`src/rtl/centroid_accumulator_pkg.sv`:
```
// Shared sizes, types and state encoding for the k-means centroid accumulator.
// Imported by the interface, the sequential divider and the top.
package centroid_accumulator_pkg;

  localparam int N_CORES = 16;
  localparam int IDX_W   = 4;
  localparam int COORD_W = 8;
  localparam int CNT_W   = 12;
  localparam int SUM_W   = COORD_W + CNT_W;
  localparam int STEP_W  = 5;

  typedef logic [IDX_W-1:0]   idx_t;
  typedef logic [COORD_W-1:0] coord_t;
  typedef logic [CNT_W-1:0]   cnt_t;
  typedef logic [SUM_W-1:0]   sum_t;
  typedef logic [STEP_W-1:0]  step_t;

  typedef enum logic [1:0] {
    ST_ACCUM = 2'd0,
    ST_DIV   = 2'd1,
    ST_EMIT  = 2'd2
  } state_e;

  localparam idx_t  LAST_IDX  = idx_t'(N_CORES - 1);
  localparam cnt_t  CNT_ONE   = cnt_t'(1);
  localparam step_t STEP_ONE  = step_t'(1);
  localparam step_t STEP_LAST = step_t'(SUM_W);

  function automatic sum_t widen_coord(input coord_t c);
    return {{(SUM_W - COORD_W){1'b0}}, c};
  endfunction

  // A saturated counter refuses further members for the rest of the epoch.
  function automatic logic cnt_full(input cnt_t c);
    return &c;
  endfunction

endpackage

```
`src/rtl/centroid_accumulator_if.sv`:
```
// Point-in / centroid-out bundle of the accumulator, with the upstream/consumer
// side as master and the accumulator itself as slave.
interface centroid_accumulator_if;
  import centroid_accumulator_pkg::*;

  logic   pt_valid;
  logic   pt_ready;
  coord_t pt_x;
  coord_t pt_y;
  idx_t   pt_core;
  logic   epoch_done;
  logic   cen_valid;
  logic   cen_ready;
  idx_t   cen_idx;
  coord_t cen_x;
  coord_t cen_y;
  logic   cen_empty;
  logic   busy;
  logic   acc_ovf;

  modport master (
    output pt_valid, pt_x, pt_y, pt_core, epoch_done, cen_ready,
    input  pt_ready, cen_valid, cen_idx, cen_x, cen_y, cen_empty, busy, acc_ovf
  );

  modport slave (
    input  pt_valid, pt_x, pt_y, pt_core, epoch_done, cen_ready,
    output pt_ready, cen_valid, cen_idx, cen_x, cen_y, cen_empty, busy, acc_ovf
  );

endinterface

```
`src/rtl/centroid_accumulator_seq_divider.sv`:
```
// Restoring divider, one quotient bit per cycle. done pulses exactly SUM_W+1
// cycles after the start cycle; only the low COORD_W quotient bits leave.
module seq_divider
  import centroid_accumulator_pkg::*;
(
  input  logic   clk,
  input  logic   rst_n,
  input  logic   start,
  input  sum_t   dividend,
  input  cnt_t   divisor,
  output logic   done,
  output coord_t quotient
);

  sum_t  quo_q, quo_d;
  cnt_t  rem_q, rem_d;
  cnt_t  dvs_q, dvs_d;
  step_t step_q, step_d;
  logic  run_q, run_d;
  logic  done_q, done_d;

  logic [CNT_W:0] shift_s;
  logic [CNT_W:0] diff_s;

  // One restoring step per cycle; the borrow bit of diff_s decides restore.
  always_comb begin
    shift_s = {rem_q, quo_q[SUM_W-1]};
    diff_s  = shift_s - {1'b0, dvs_q};
    quo_d   = quo_q;
    rem_d   = rem_q;
    dvs_d   = dvs_q;
    step_d  = step_q;
    run_d   = run_q;
    done_d  = 1'b0;
    if (start) begin
      quo_d  = dividend;
      rem_d  = '0;
      dvs_d  = divisor;
      step_d = STEP_LAST;
      run_d  = 1'b1;
    end else if (run_q) begin
      if (diff_s[CNT_W]) begin
        rem_d = shift_s[CNT_W-1:0];
        quo_d = {quo_q[SUM_W-2:0], 1'b0};
      end else begin
        rem_d = diff_s[CNT_W-1:0];
        quo_d = {quo_q[SUM_W-2:0], 1'b1};
      end
      step_d = step_q - STEP_ONE;
      if (step_q == STEP_ONE) begin
        run_d  = 1'b0;
        done_d = 1'b1;
      end else begin
        run_d  = 1'b1;
      end
    end else begin
      run_d = 1'b0;
    end
  end

  // Divider state registers.
  always_ff @(posedge clk or negedge rst_n) begin
    if (!rst_n) begin
      quo_q  <= '0;
      rem_q  <= '0;
      dvs_q  <= '0;
      step_q <= '0;
      run_q  <= 1'b0;
      done_q <= 1'b0;
    end else begin
      quo_q  <= quo_d;
      rem_q  <= rem_d;
      dvs_q  <= dvs_d;
      step_q <= step_d;
      run_q  <= run_d;
      done_q <= done_d;
    end
  end

  assign done     = done_q;
  assign quotient = quo_q[COORD_W-1:0];

endmodule

```
`src/rtl/centroid_accumulator.sv`:
```
// K-means update stage: accumulates tagged points per core, then on epoch end
// divides sums by counts and streams the N_CORES new centroids in index order.
module centroid_accumulator
  import centroid_accumulator_pkg::*;
(
  input  logic                  clk,
  input  logic                  rst_n,
  centroid_accumulator_if.slave bus
);

  logic   rst_meta_q, rst_sync_q;
  state_e state_q, state_d;
  idx_t   idx_q, idx_d;
  logic   wait_q, wait_d;
  logic   cen_valid_q, cen_valid_d;
  idx_t   cen_idx_q, cen_idx_d;
  coord_t cen_x_q, cen_x_d;
  coord_t cen_y_q, cen_y_d;
  logic   cen_empty_q, cen_empty_d;
  logic   ovf_q, ovf_d;
  sum_t   sum_x_q [N_CORES];
  sum_t   sum_x_d [N_CORES];
  sum_t   sum_y_q [N_CORES];
  sum_t   sum_y_d [N_CORES];
  cnt_t   cnt_q   [N_CORES];
  cnt_t   cnt_d   [N_CORES];

  logic   div_start_s;
  logic   done_x_s, done_y_s;
  coord_t quo_x_s, quo_y_s;

  // Reset asserts asynchronously but is released on a clock edge.
  always_ff @(posedge clk or negedge rst_n) begin
    if (!rst_n) begin
      rst_meta_q <= 1'b0;
      rst_sync_q <= 1'b0;
    end else begin
      rst_meta_q <= 1'b1;
      rst_sync_q <= rst_meta_q;
    end
  end

  seq_divider u_div_x (
    .clk      (clk),
    .rst_n    (rst_sync_q),
    .start    (div_start_s),
    .dividend (sum_x_q[idx_q]),
    .divisor  (cnt_q[idx_q]),
    .done     (done_x_s),
    .quotient (quo_x_s)
  );

  seq_divider u_div_y (
    .clk      (clk),
    .rst_n    (rst_sync_q),
    .start    (div_start_s),
    .dividend (sum_y_q[idx_q]),
    .divisor  (cnt_q[idx_q]),
    .done     (done_y_s),
    .quotient (quo_y_s)
  );

  // Next-state logic for the FSM, accumulators and registered centroid outputs.
  always_comb begin
    state_d     = state_q;
    idx_d       = idx_q;
    wait_d      = wait_q;
    cen_valid_d = cen_valid_q;
    cen_idx_d   = cen_idx_q;
    cen_x_d     = cen_x_q;
    cen_y_d     = cen_y_q;
    cen_empty_d = cen_empty_q;
    ovf_d       = ovf_q;
    sum_x_d     = sum_x_q;
    sum_y_d     = sum_y_q;
    cnt_d       = cnt_q;
    div_start_s = 1'b0;
    case (state_q)
      ST_ACCUM: begin
        if (bus.pt_valid) begin
          if (cnt_full(cnt_q[bus.pt_core])) begin
            ovf_d = 1'b1;
          end else begin
            sum_x_d[bus.pt_core] = sum_x_q[bus.pt_core] + widen_coord(bus.pt_x);
            sum_y_d[bus.pt_core] = sum_y_q[bus.pt_core] + widen_coord(bus.pt_y);
            cnt_d[bus.pt_core]   = cnt_q[bus.pt_core] + CNT_ONE;
          end
        end else begin
          ovf_d = ovf_q;
        end
        if (bus.epoch_done) begin
          state_d = ST_DIV;
          idx_d   = '0;
          wait_d  = 1'b0;
        end else begin
          state_d = ST_ACCUM;
        end
      end
      ST_DIV: begin
        if (!wait_q) begin
          if (cnt_q[idx_q] == '0) begin
            cen_valid_d = 1'b1;
            cen_idx_d   = idx_q;
            cen_x_d     = '0;
            cen_y_d     = '0;
            cen_empty_d = 1'b1;
            state_d     = ST_EMIT;
          end else begin
            div_start_s = 1'b1;
            wait_d      = 1'b1;
          end
        end else if (done_x_s && done_y_s) begin
          wait_d      = 1'b0;
          cen_valid_d = 1'b1;
          cen_idx_d   = idx_q;
          cen_x_d     = quo_x_s;
          cen_y_d     = quo_y_s;
          cen_empty_d = 1'b0;
          state_d     = ST_EMIT;
        end else begin
          wait_d = 1'b1;
        end
      end
      ST_EMIT: begin
        if (bus.cen_ready) begin
          sum_x_d[idx_q] = '0;
          sum_y_d[idx_q] = '0;
          cnt_d[idx_q]   = '0;
          cen_valid_d    = 1'b0;
          if (idx_q == LAST_IDX) begin
            state_d = ST_ACCUM;
          end else begin
            idx_d   = idx_q + 4'd1;
            state_d = ST_DIV;
          end
        end else begin
          cen_valid_d = 1'b1;
        end
      end
      default: begin
        state_d     = ST_ACCUM;
        cen_valid_d = 1'b0;
        wait_d      = 1'b0;
      end
    endcase
  end

  // FSM, per-core accumulators and registered outputs.
  always_ff @(posedge clk or negedge rst_sync_q) begin
    if (!rst_sync_q) begin
      state_q     <= ST_ACCUM;
      idx_q       <= '0;
      wait_q      <= 1'b0;
      cen_valid_q <= 1'b0;
      cen_idx_q   <= '0;
      cen_x_q     <= '0;
      cen_y_q     <= '0;
      cen_empty_q <= 1'b0;
      ovf_q       <= 1'b0;
      for (int i = 0; i < N_CORES; i++) begin
        sum_x_q[i] <= '0;
        sum_y_q[i] <= '0;
        cnt_q[i]   <= '0;
      end
    end else begin
      state_q     <= state_d;
      idx_q       <= idx_d;
      wait_q      <= wait_d;
      cen_valid_q <= cen_valid_d;
      cen_idx_q   <= cen_idx_d;
      cen_x_q     <= cen_x_d;
      cen_y_q     <= cen_y_d;
      cen_empty_q <= cen_empty_d;
      ovf_q       <= ovf_d;
      sum_x_q     <= sum_x_d;
      sum_y_q     <= sum_y_d;
      cnt_q       <= cnt_d;
    end
  end

  assign bus.pt_ready  = (state_q == ST_ACCUM);
  assign bus.busy      = (state_q != ST_ACCUM);
  assign bus.cen_valid = cen_valid_q;
  assign bus.cen_idx   = cen_idx_q;
  assign bus.cen_x     = cen_x_q;
  assign bus.cen_y     = cen_y_q;
  assign bus.cen_empty = cen_empty_q;
  assign bus.acc_ovf   = ovf_q;

endmodule
```
`src/flat_wrapper.sv`:
```
// flat-port wrapper written by rule: the top's interface ports become plain ports
module centroid_accumulator_flat import centroid_accumulator_pkg::*;
  (clk, rst_n, bus_pt_valid, bus_pt_x, bus_pt_y, bus_pt_core, bus_epoch_done, bus_cen_ready, bus_pt_ready, bus_cen_valid, bus_cen_idx, bus_cen_x, bus_cen_y, bus_cen_empty, bus_busy, bus_acc_ovf);
  centroid_accumulator_if bus_i ();
  input  logic clk;
  input  logic rst_n;
  input wire logic [$bits(bus_i.pt_valid)-1:0] bus_pt_valid;
  input wire logic [$bits(bus_i.pt_x)-1:0] bus_pt_x;
  input wire logic [$bits(bus_i.pt_y)-1:0] bus_pt_y;
  input wire logic [$bits(bus_i.pt_core)-1:0] bus_pt_core;
  input wire logic [$bits(bus_i.epoch_done)-1:0] bus_epoch_done;
  input wire logic [$bits(bus_i.cen_ready)-1:0] bus_cen_ready;
  output wire logic [$bits(bus_i.pt_ready)-1:0] bus_pt_ready;
  output wire logic [$bits(bus_i.cen_valid)-1:0] bus_cen_valid;
  output wire logic [$bits(bus_i.cen_idx)-1:0] bus_cen_idx;
  output wire logic [$bits(bus_i.cen_x)-1:0] bus_cen_x;
  output wire logic [$bits(bus_i.cen_y)-1:0] bus_cen_y;
  output wire logic [$bits(bus_i.cen_empty)-1:0] bus_cen_empty;
  output wire logic [$bits(bus_i.busy)-1:0] bus_busy;
  output wire logic [$bits(bus_i.acc_ovf)-1:0] bus_acc_ovf;
  assign bus_i.pt_valid = bus_pt_valid;
  assign bus_i.pt_x = bus_pt_x;
  assign bus_i.pt_y = bus_pt_y;
  assign bus_i.pt_core = bus_pt_core;
  assign bus_i.epoch_done = bus_epoch_done;
  assign bus_i.cen_ready = bus_cen_ready;
  assign bus_pt_ready = bus_i.pt_ready;
  assign bus_cen_valid = bus_i.cen_valid;
  assign bus_cen_idx = bus_i.cen_idx;
  assign bus_cen_x = bus_i.cen_x;
  assign bus_cen_y = bus_i.cen_y;
  assign bus_cen_empty = bus_i.cen_empty;
  assign bus_busy = bus_i.busy;
  assign bus_acc_ovf = bus_i.acc_ovf;
  centroid_accumulator u_core (.clk(clk), .rst_n(rst_n), .bus(bus_i));
endmodule
```
`config.mk`:
```
export PLATFORM = sky130hd
export DESIGN_NAME = centroid_accumulator_flat
export DESIGN_NICKNAME = d
export VERILOG_FILES = /design/src/rtl/centroid_accumulator_pkg.sv /design/src/rtl/centroid_accumulator_if.sv /design/src/rtl/centroid_accumulator_seq_divider.sv /design/src/rtl/centroid_accumulator.sv /design/src/flat_wrapper.sv
export SDC_FILE = /design/constraint.sdc
export NUM_CORES = 2
export LEC_CHECK = 0
export BUFFER_PORTS_ARGS = -buffer_cell sky130_fd_sc_hd__buf_4
export CAP_MARGIN = 20
export CORE_AREA = 3 3 324 326
export DETAILED_ROUTE_END_ITERATION = 7
export DIE_AREA = 0 0 327 329
export GPL_ROUTABILITY_DRIVEN = 0
export PLACE_DENSITY = 0.66
export SLEW_MARGIN = 10
export SYNTH_ARGS = -nofsm -noshare
export SYNTH_HDL_FRONTEND = slang
export SYNTH_SLANG_ARGS = --single-unit
```
`constraint.sdc`:
```
create_clock -name clk -period 26.7 [get_ports clk]
set_input_delay 2.67 -clock clk [delete_from_list [all_inputs] [get_ports clk]]
set_output_delay 2.67 -clock clk [all_outputs]
set_load 0.1 [all_outputs]
```
Word-level counts from Yosys, hierarchy flattened
Cells that the tools add are included.
{"block": "totals", "regBits": 954, "inputBits": 25, "output_inout_bits": 25, "elab_cells": 224}
{"block": "classes", "add_sub_neg": 8, "magnitude_cmp": 4, "eq_ne": 13, "muxes": 102, "n_bitwise": 9, "reduce_logical": 18}
{"op": "$mux 320", "count": 6}
{"op": "$pmux 320 s2", "count": 2}
{"op": "$and 320x320->320", "count": 2}
{"op": "$bwmux 320", "count": 2}
{"op": "$mux 192", "count": 3}
{"op": "$pmux 192 s2", "count": 1}
{"op": "$bmux 20 s4", "count": 4}
{"op": "$not 320->320", "count": 1}
{"op": "$mux 20", "count": 14}
{"op": "$and 192x192->192", "count": 1}
{"op": "$bwmux 192", "count": 1}
{"op": "$not 192->192", "count": 1}
{"op": "$demux 20 s4", "count": 2}
{"op": "$mux 12", "count": 12}
{"op": "$bmux 12 s4", "count": 2}
{"op": "$demux 12 s4", "count": 2}
{"op": "$add 20x8->20", "count": 2}
{"op": "$mux 8", "count": 5}
{"op": "$mux 1", "count": 28}
{"op": "$sub 13x12->13", "count": 2}
{"op": "$mux 4", "count": 6}
{"op": "$mux 5", "count": 4}
{"op": "$reduce_and 14->1", "count": 1}
{"op": "$add 12x1->12 const B", "count": 1}
{"op": "other kinds (25)", "count": 49}

Depth between registers and ports, before layout
{"block": "depth", "depth_word": 9, "ltp_mapped": 21, "depth_no_buf": 12}

By module
From an unflattened synthesis, not the netlist that was laid out.
{"block": "unflattened", "cells_unflattened": 3652, "area_unflattened_um2": 51434.3}
{"module": "centroid_accumulator", "n_inst": 1, "cells_each": 2990, "area_per_inst_um2": 45398.5, "seq_area_each_um2": 21620.7}
{"module": "seq_divider", "n_inst": 2, "cells_each": 331, "area_per_inst_um2": 3017.9, "seq_area_each_um2": 1276.2}

Worst setup path after synthesis
Ideal clock, no wire load.
{"block": "synth_timing", "kind": "input to register", "startpoint": "in bus_pt_core[0]", "endpoint": "reg u_core.sum_y_q[192] (netlist bit)", "setup_time_ns": 0.066, "t_arrival_ns": 7.560, "t_required_ns": 26.634, "path_slack_ns": 19.073, "cell_stages": 19, "path_buffers": 8, "cell_sequence": "buf_6 -> buf_12 -> buf_6 -> buf_8 -> buf_6 -> buf_2 -> buf_1 -> mux4_2 -> mux4_2 -> ha_1 -> fa_1 -> a21o_1 -> a21oi_1 -> nor2b_1 -> o21a_1 -> o211a_1 -> xor2_1 -> clkbuf_1 -> a22o_1"}
{"block": "synth_between", "elab_chain_cells": 9, "elab_cells_between_ends": 20, "classes_between": "add/sub: 1; order compare: 2; eq/ne: 1; mux: 12; bitwise: 1; reduce/logical: 3"}
{"element": "start: declaration", "line_no": "flat_wrapper.sv:10", "source": "input wire logic [$bits(bus_i.pt_core)-1:0] bus_pt_core;"}
{"element": "$not 4->5 (implied by the code) (*)", "line_no": "centroid_accumulator.sv:81, centroid_accumulator.sv:85"}
{"element": "$bmux 20 s4 (tied with other cells)", "line_no": "centroid_accumulator.sv:85", "source": "sum_y_d[bus.pt_core] = sum_y_q[bus.pt_core] + widen_coord(bus.pt_y);"}
{"element": "$mux 20 (implied by the code) / $logic_and 1x1->1 (equally long branches)", "line_no": "centroid_accumulator.sv:85"}
{"element": "$mux 20 (implied by the code)", "line_no": "centroid_accumulator.sv:85"}
{"element": "$add 20x8->20 / $demux 20 s4 (equally long branches)", "line_no": "centroid_accumulator.sv:85"}
{"element": "$bwmux 320", "line_no": "centroid_accumulator.sv:85"}
{"element": "$mux 320", "line_no": "centroid_accumulator.sv:81", "source": "if (cnt_full(cnt_q[bus.pt_core])) begin"}
{"element": "$mux 320", "line_no": "centroid_accumulator.sv:80", "source": "if (bus.pt_valid) begin"}
{"element": "$pmux 320 s2", "line_no": "centroid_accumulator.sv:78", "source": "case (state_q)"}
{"element": "end signal: assignment", "line_no": "centroid_accumulator.sv:176", "source": "sum_y_q <= sum_y_d;"}
{"element": "end: declaration", "line_no": "centroid_accumulator.sv:23", "source": "sum_t sum_y_q [N_CORES];"}
Every way passes the cells marked *; elsewhere a longest branch is shown, timed or not. The select of a mux whose other input is x is not followed.
A chain may end at the register's enable or synchronous reset.

Worst setup path after layout
{"block": "layout_timing", "startpoint": "in bus_pt_core[0]", "endpoint": "reg u_core.sum_y_q[259] (netlist bit)"}
Same word-level chain as after synthesis.

==> results by group <==
Floorplanning
  • Core area: 0.102 sq mm
  • Die Height: 329 um
  • I/O pin count: 50
  • Initial Utilization: 0.489
  • Row count: 117
  • Die Wd: 327 um
  • Die ar.: 0.108 sq mm

Clock tree
  • CTS tree: yes
  • CTS Hold Bufs: 0
  • Post-CTS setup buffers: 0
  • Worst-path clk slew: 0.06 ns
  • Max H-tree Level: 3
  • Clk_lat worst skew: 0.69 ns
  • Clock buffer depth: 3
  • Clk root buf: clkbuf_16
  • Resize count post-CTS: 0
  • CTS sink cnt: 954
  • Num CTS Buffers: 100

Timing
  • Worst slew pin tran: 1.24 ns
  • Final Cycle Share: 0.306
  • Slew Viols, Final: 0
  • Max Freq: 0.122 GHz
  • Final Skew: 0.0313 ns
  • Sum of negative setup slack: 0 ns
  • RSZ-0062 raised after global routing: no
  • Worst hold slack: 0.123 ns
  • Count of final setup violators: 0
  • Worst rel slew slack: 0.171
  • Post-route minimum period: 8.17 ns
  • Final-report hold violation count: 0

Logic synthesis
  • Largest family of logic cells by synthesized area: multiplexers
  • Mux contribution to synthesized area: 0.236
  • Synthesized cell area: 0.0499 sq mm
  • Area contributors post-synth: dfrtp_1 (48%), mux4_2 (22%), a22o_1 (11%), o2bb2ai_1 (3.7%), buf_2 (1.6%)
  • Ys flop type: dfrtp_1
  • Share of the synthesized area in the top cell type: 0.479
  • Post-synth ARST share: 1.00
  • Post-synth EDFFs: 0
  • Compound-Gate Fraction of Synth Area: 0.184
  • Synth warn: 0
  • Synth unique cells: 71
  • XOR/XNOR share of the synthesized area: 0.0135
  • Synthesized instance count: 3495
  • Syn Nets: 3577
  • Synth area leader: dfrtp_1
  • Adder-cell share of the synthesized area: 0.0149
  • Simple-gate share of the synthesized area: 0.0328
  • Seq/Total Area, Yosys: 0.479
  • Yosys reg bits: 954
  • Syn Area/Cell: 14.3 sq um

Setup path
  • Worst path cell trace: buf_8 > buf_4 > buf_4 > mux4_2 > mux4_2 > ha_1 > a211oi_1 > o21ai_0 > a21oi_1 > o21ai_0 > and2_1 > nand3_1 > xor2_2 > o2bb2ai_1
  • Crit-path slowest cell: buf_4
  • CP required: 27.22 ns
  • WP buf/inv: 3
  • Element type at the critical path end: flip-flop
  • CP Launch Type: input port
  • R2r setup slk: 20.81 ns
  • Max stage delay on crit path: 0.82 ns
  • Crit path max-delay family: buffers and inverters
  • Reg2Reg Capture Point: u_core.u_div_x.dvs_q[0]
  • Reg2reg start: u_core.idx_q[1]
  • Crit Path Max Fanout: 52
  • R2R cell count: 9
  • Arrival time at the worst endpoint: 8.68 ns
  • Crit Path Category: in2reg

Drt
  • Post-DRT Antenna Nets: 0
  • Pre-antenna DRT Iters: 8
  • Vias: 35200
  • Drt drc: 0
  • Routed WL per cell: 33.2 um
  • Via density: 7.30
  • Iteration-0 DRC Markers: 4372
  • Total wire length: 160000 um

Finish
  • Fin nets: 3453
  • Commonest non-fill, non-tap cell in the layout: dfrtp_1
  • Register area: 0.0239 sq mm
  • Fillers: 8204
  • Area growth, synth to finish: 10.0%
  • Area of the multi-input gates: 0.0242 sq mm
  • Fraction of layout cells with a size suffix above 1: 0.267
  • Ant diodes: 0
  • Commonest cells after routing, fill and taps aside: dfrtp_1 (947), a22o_1 (643), mux4_2 (495)
  • Post-route cell area: 0.0549 sq mm

Power
  • Power per cell area: 97.2 mW/mm^2
  • Tot Pwr: 5.33 mW
  • Max VDD drop: 0.000107 V
  • LEAKAGE: 23.1 nW

Global routing
  • First-pass GRT wire length: 239000 um
  • Vias in the first global route: 35600
  • Overflow after GRT: 0
  • Largest net degree at the start of global routing: 176
  • Gr usage total: 0.298
  • Initial antenna violation count: 2

Placed design
  • HPWL Detailed: 81800 um
  • Placed inst area: 0.0512 sq mm
  • I/O Buffers: 49

Outcome
  • Status: finished, final reports clean

Run
  • Total of max-cap violations: 0

Hold path
  • Worst Hold Class: reg2async
## sequential cells by signal (all words and copies together) (netlist names), 8 cells and up
register / count
u_core.sum_x_q: 320
u_core.cnt_q: 192
u_core.bus.cen_x: 8
u_core.u_div_y.rem_q: 12
u_core.u_div_x.rem_q: 12
u_core.bus.cen_y: 8
u_core.u_div_x.quo_q: 20
u_core.u_div_y.quo_q: 20
u_core.sum_y_q: 320
u_core.u_div_x.dvs_q: 12
## logic make-up (layout without fill, tap and decap cells)
kind of cell,after synthesis,count (layout)
AOI/OAI and AO/OA,1092,1092
DFF,954,954
muxes,558,558
buffers and inverters,416,376
and+or+nand+nor,346,346
xor gates and xnor gates,71,71
adders and majority gates,57,57
other,1,1
## where the power goes
group | internal, mW | total [mW] | switching [mW]
sequential | 1.74 | 2.00 | 0.263
combinational | 0.840 | 1.78 | 0.937
clock | 0.938 | 1.55 | 0.617
## metrics by stage
| step | utilization | instances | worst slack (ns) |
|---|---|---|---|
| 3_3_place_gp | 0.501 | 4624 | 17.93 |
| 4_1_cts | 0.537 | 4819 | 18.55 |
| 6_report | 0.538 | 4823 | 18.53 |
| 2_1_floorplan | - | 3495 | 11.22 |
| 3_5_place_dp | 0.501 | 4633 | 17.87 |
| 5_1_grt | 0.538 | 4823 | 18.23 |
## cell type report
class,instances,share of cell area
Clock buffer,142,0.0540
Multi-Input combinational cell,2125,0.441
Tap cell,1368,0.0312
Sequential cell,954,0.435
Clock inverter,44,0.0128
Timing Repair Buffer,160,0.0235
Inverter,30,0.00205
## synth_stat cells (11+ instances only)
master and number:
dfrtp_1 954, a22o_1 643, mux4_2 495, o2bb2ai_1 208, clkbuf_1 162, buf_2 156, nand2_1 121, nor2_1 90
mux2i_1 57, o21ai_1 55, ha_1 53, xnor2_1 48, a22oi_1 46, inv_1 30, a21oi_1 29, buf_4 28
buf_1 24, nand3_1 23, a211oi_2 21, and2_1 20, o21ai_0 19, nand2b_1 17, xor2_1 16, nor3_1 15
o21ai_2 14, buf_6 13, o21a_1 11
## worst max path at each step
stage | startpoint | cells past startpoint | slack (ns) | to
6_report | bus_pt_core[0] | 14 | 18.53 | u_core.sum_y_q[259]
5_1_grt | bus_pt_core[0] | 14 | 18.23 | u_core.sum_y_q[259]
4_1_cts | bus_pt_core[0] | 14 | 18.55 | u_core.sum_y_q[259]
3_5_place_dp | bus_pt_core[0] | 14 | 17.87 | u_core.sum_y_q[279]
3_3_place_gp | bus_pt_core[0] | 14 | 17.93 | u_core.sum_y_q[279]
2_1_floorplan | u_core.rst_sync_q | 0 | 11.22 | u_core.bus.acc_ovf
## per-layer routing
metal | GRT usage | vias up | share of wire
met5 | 0 | - | 0.000081
met1 | 0.409 | 18600 | 0.38
li1 | - | 13800 | -
met4 | 0.121 | 2 | 0.044
met2 | 0.457 | 2357 | 0.46
met3 | 0.0782 | 494 | 0.12
Note: power is estimated with default switching activity, not from simulation.
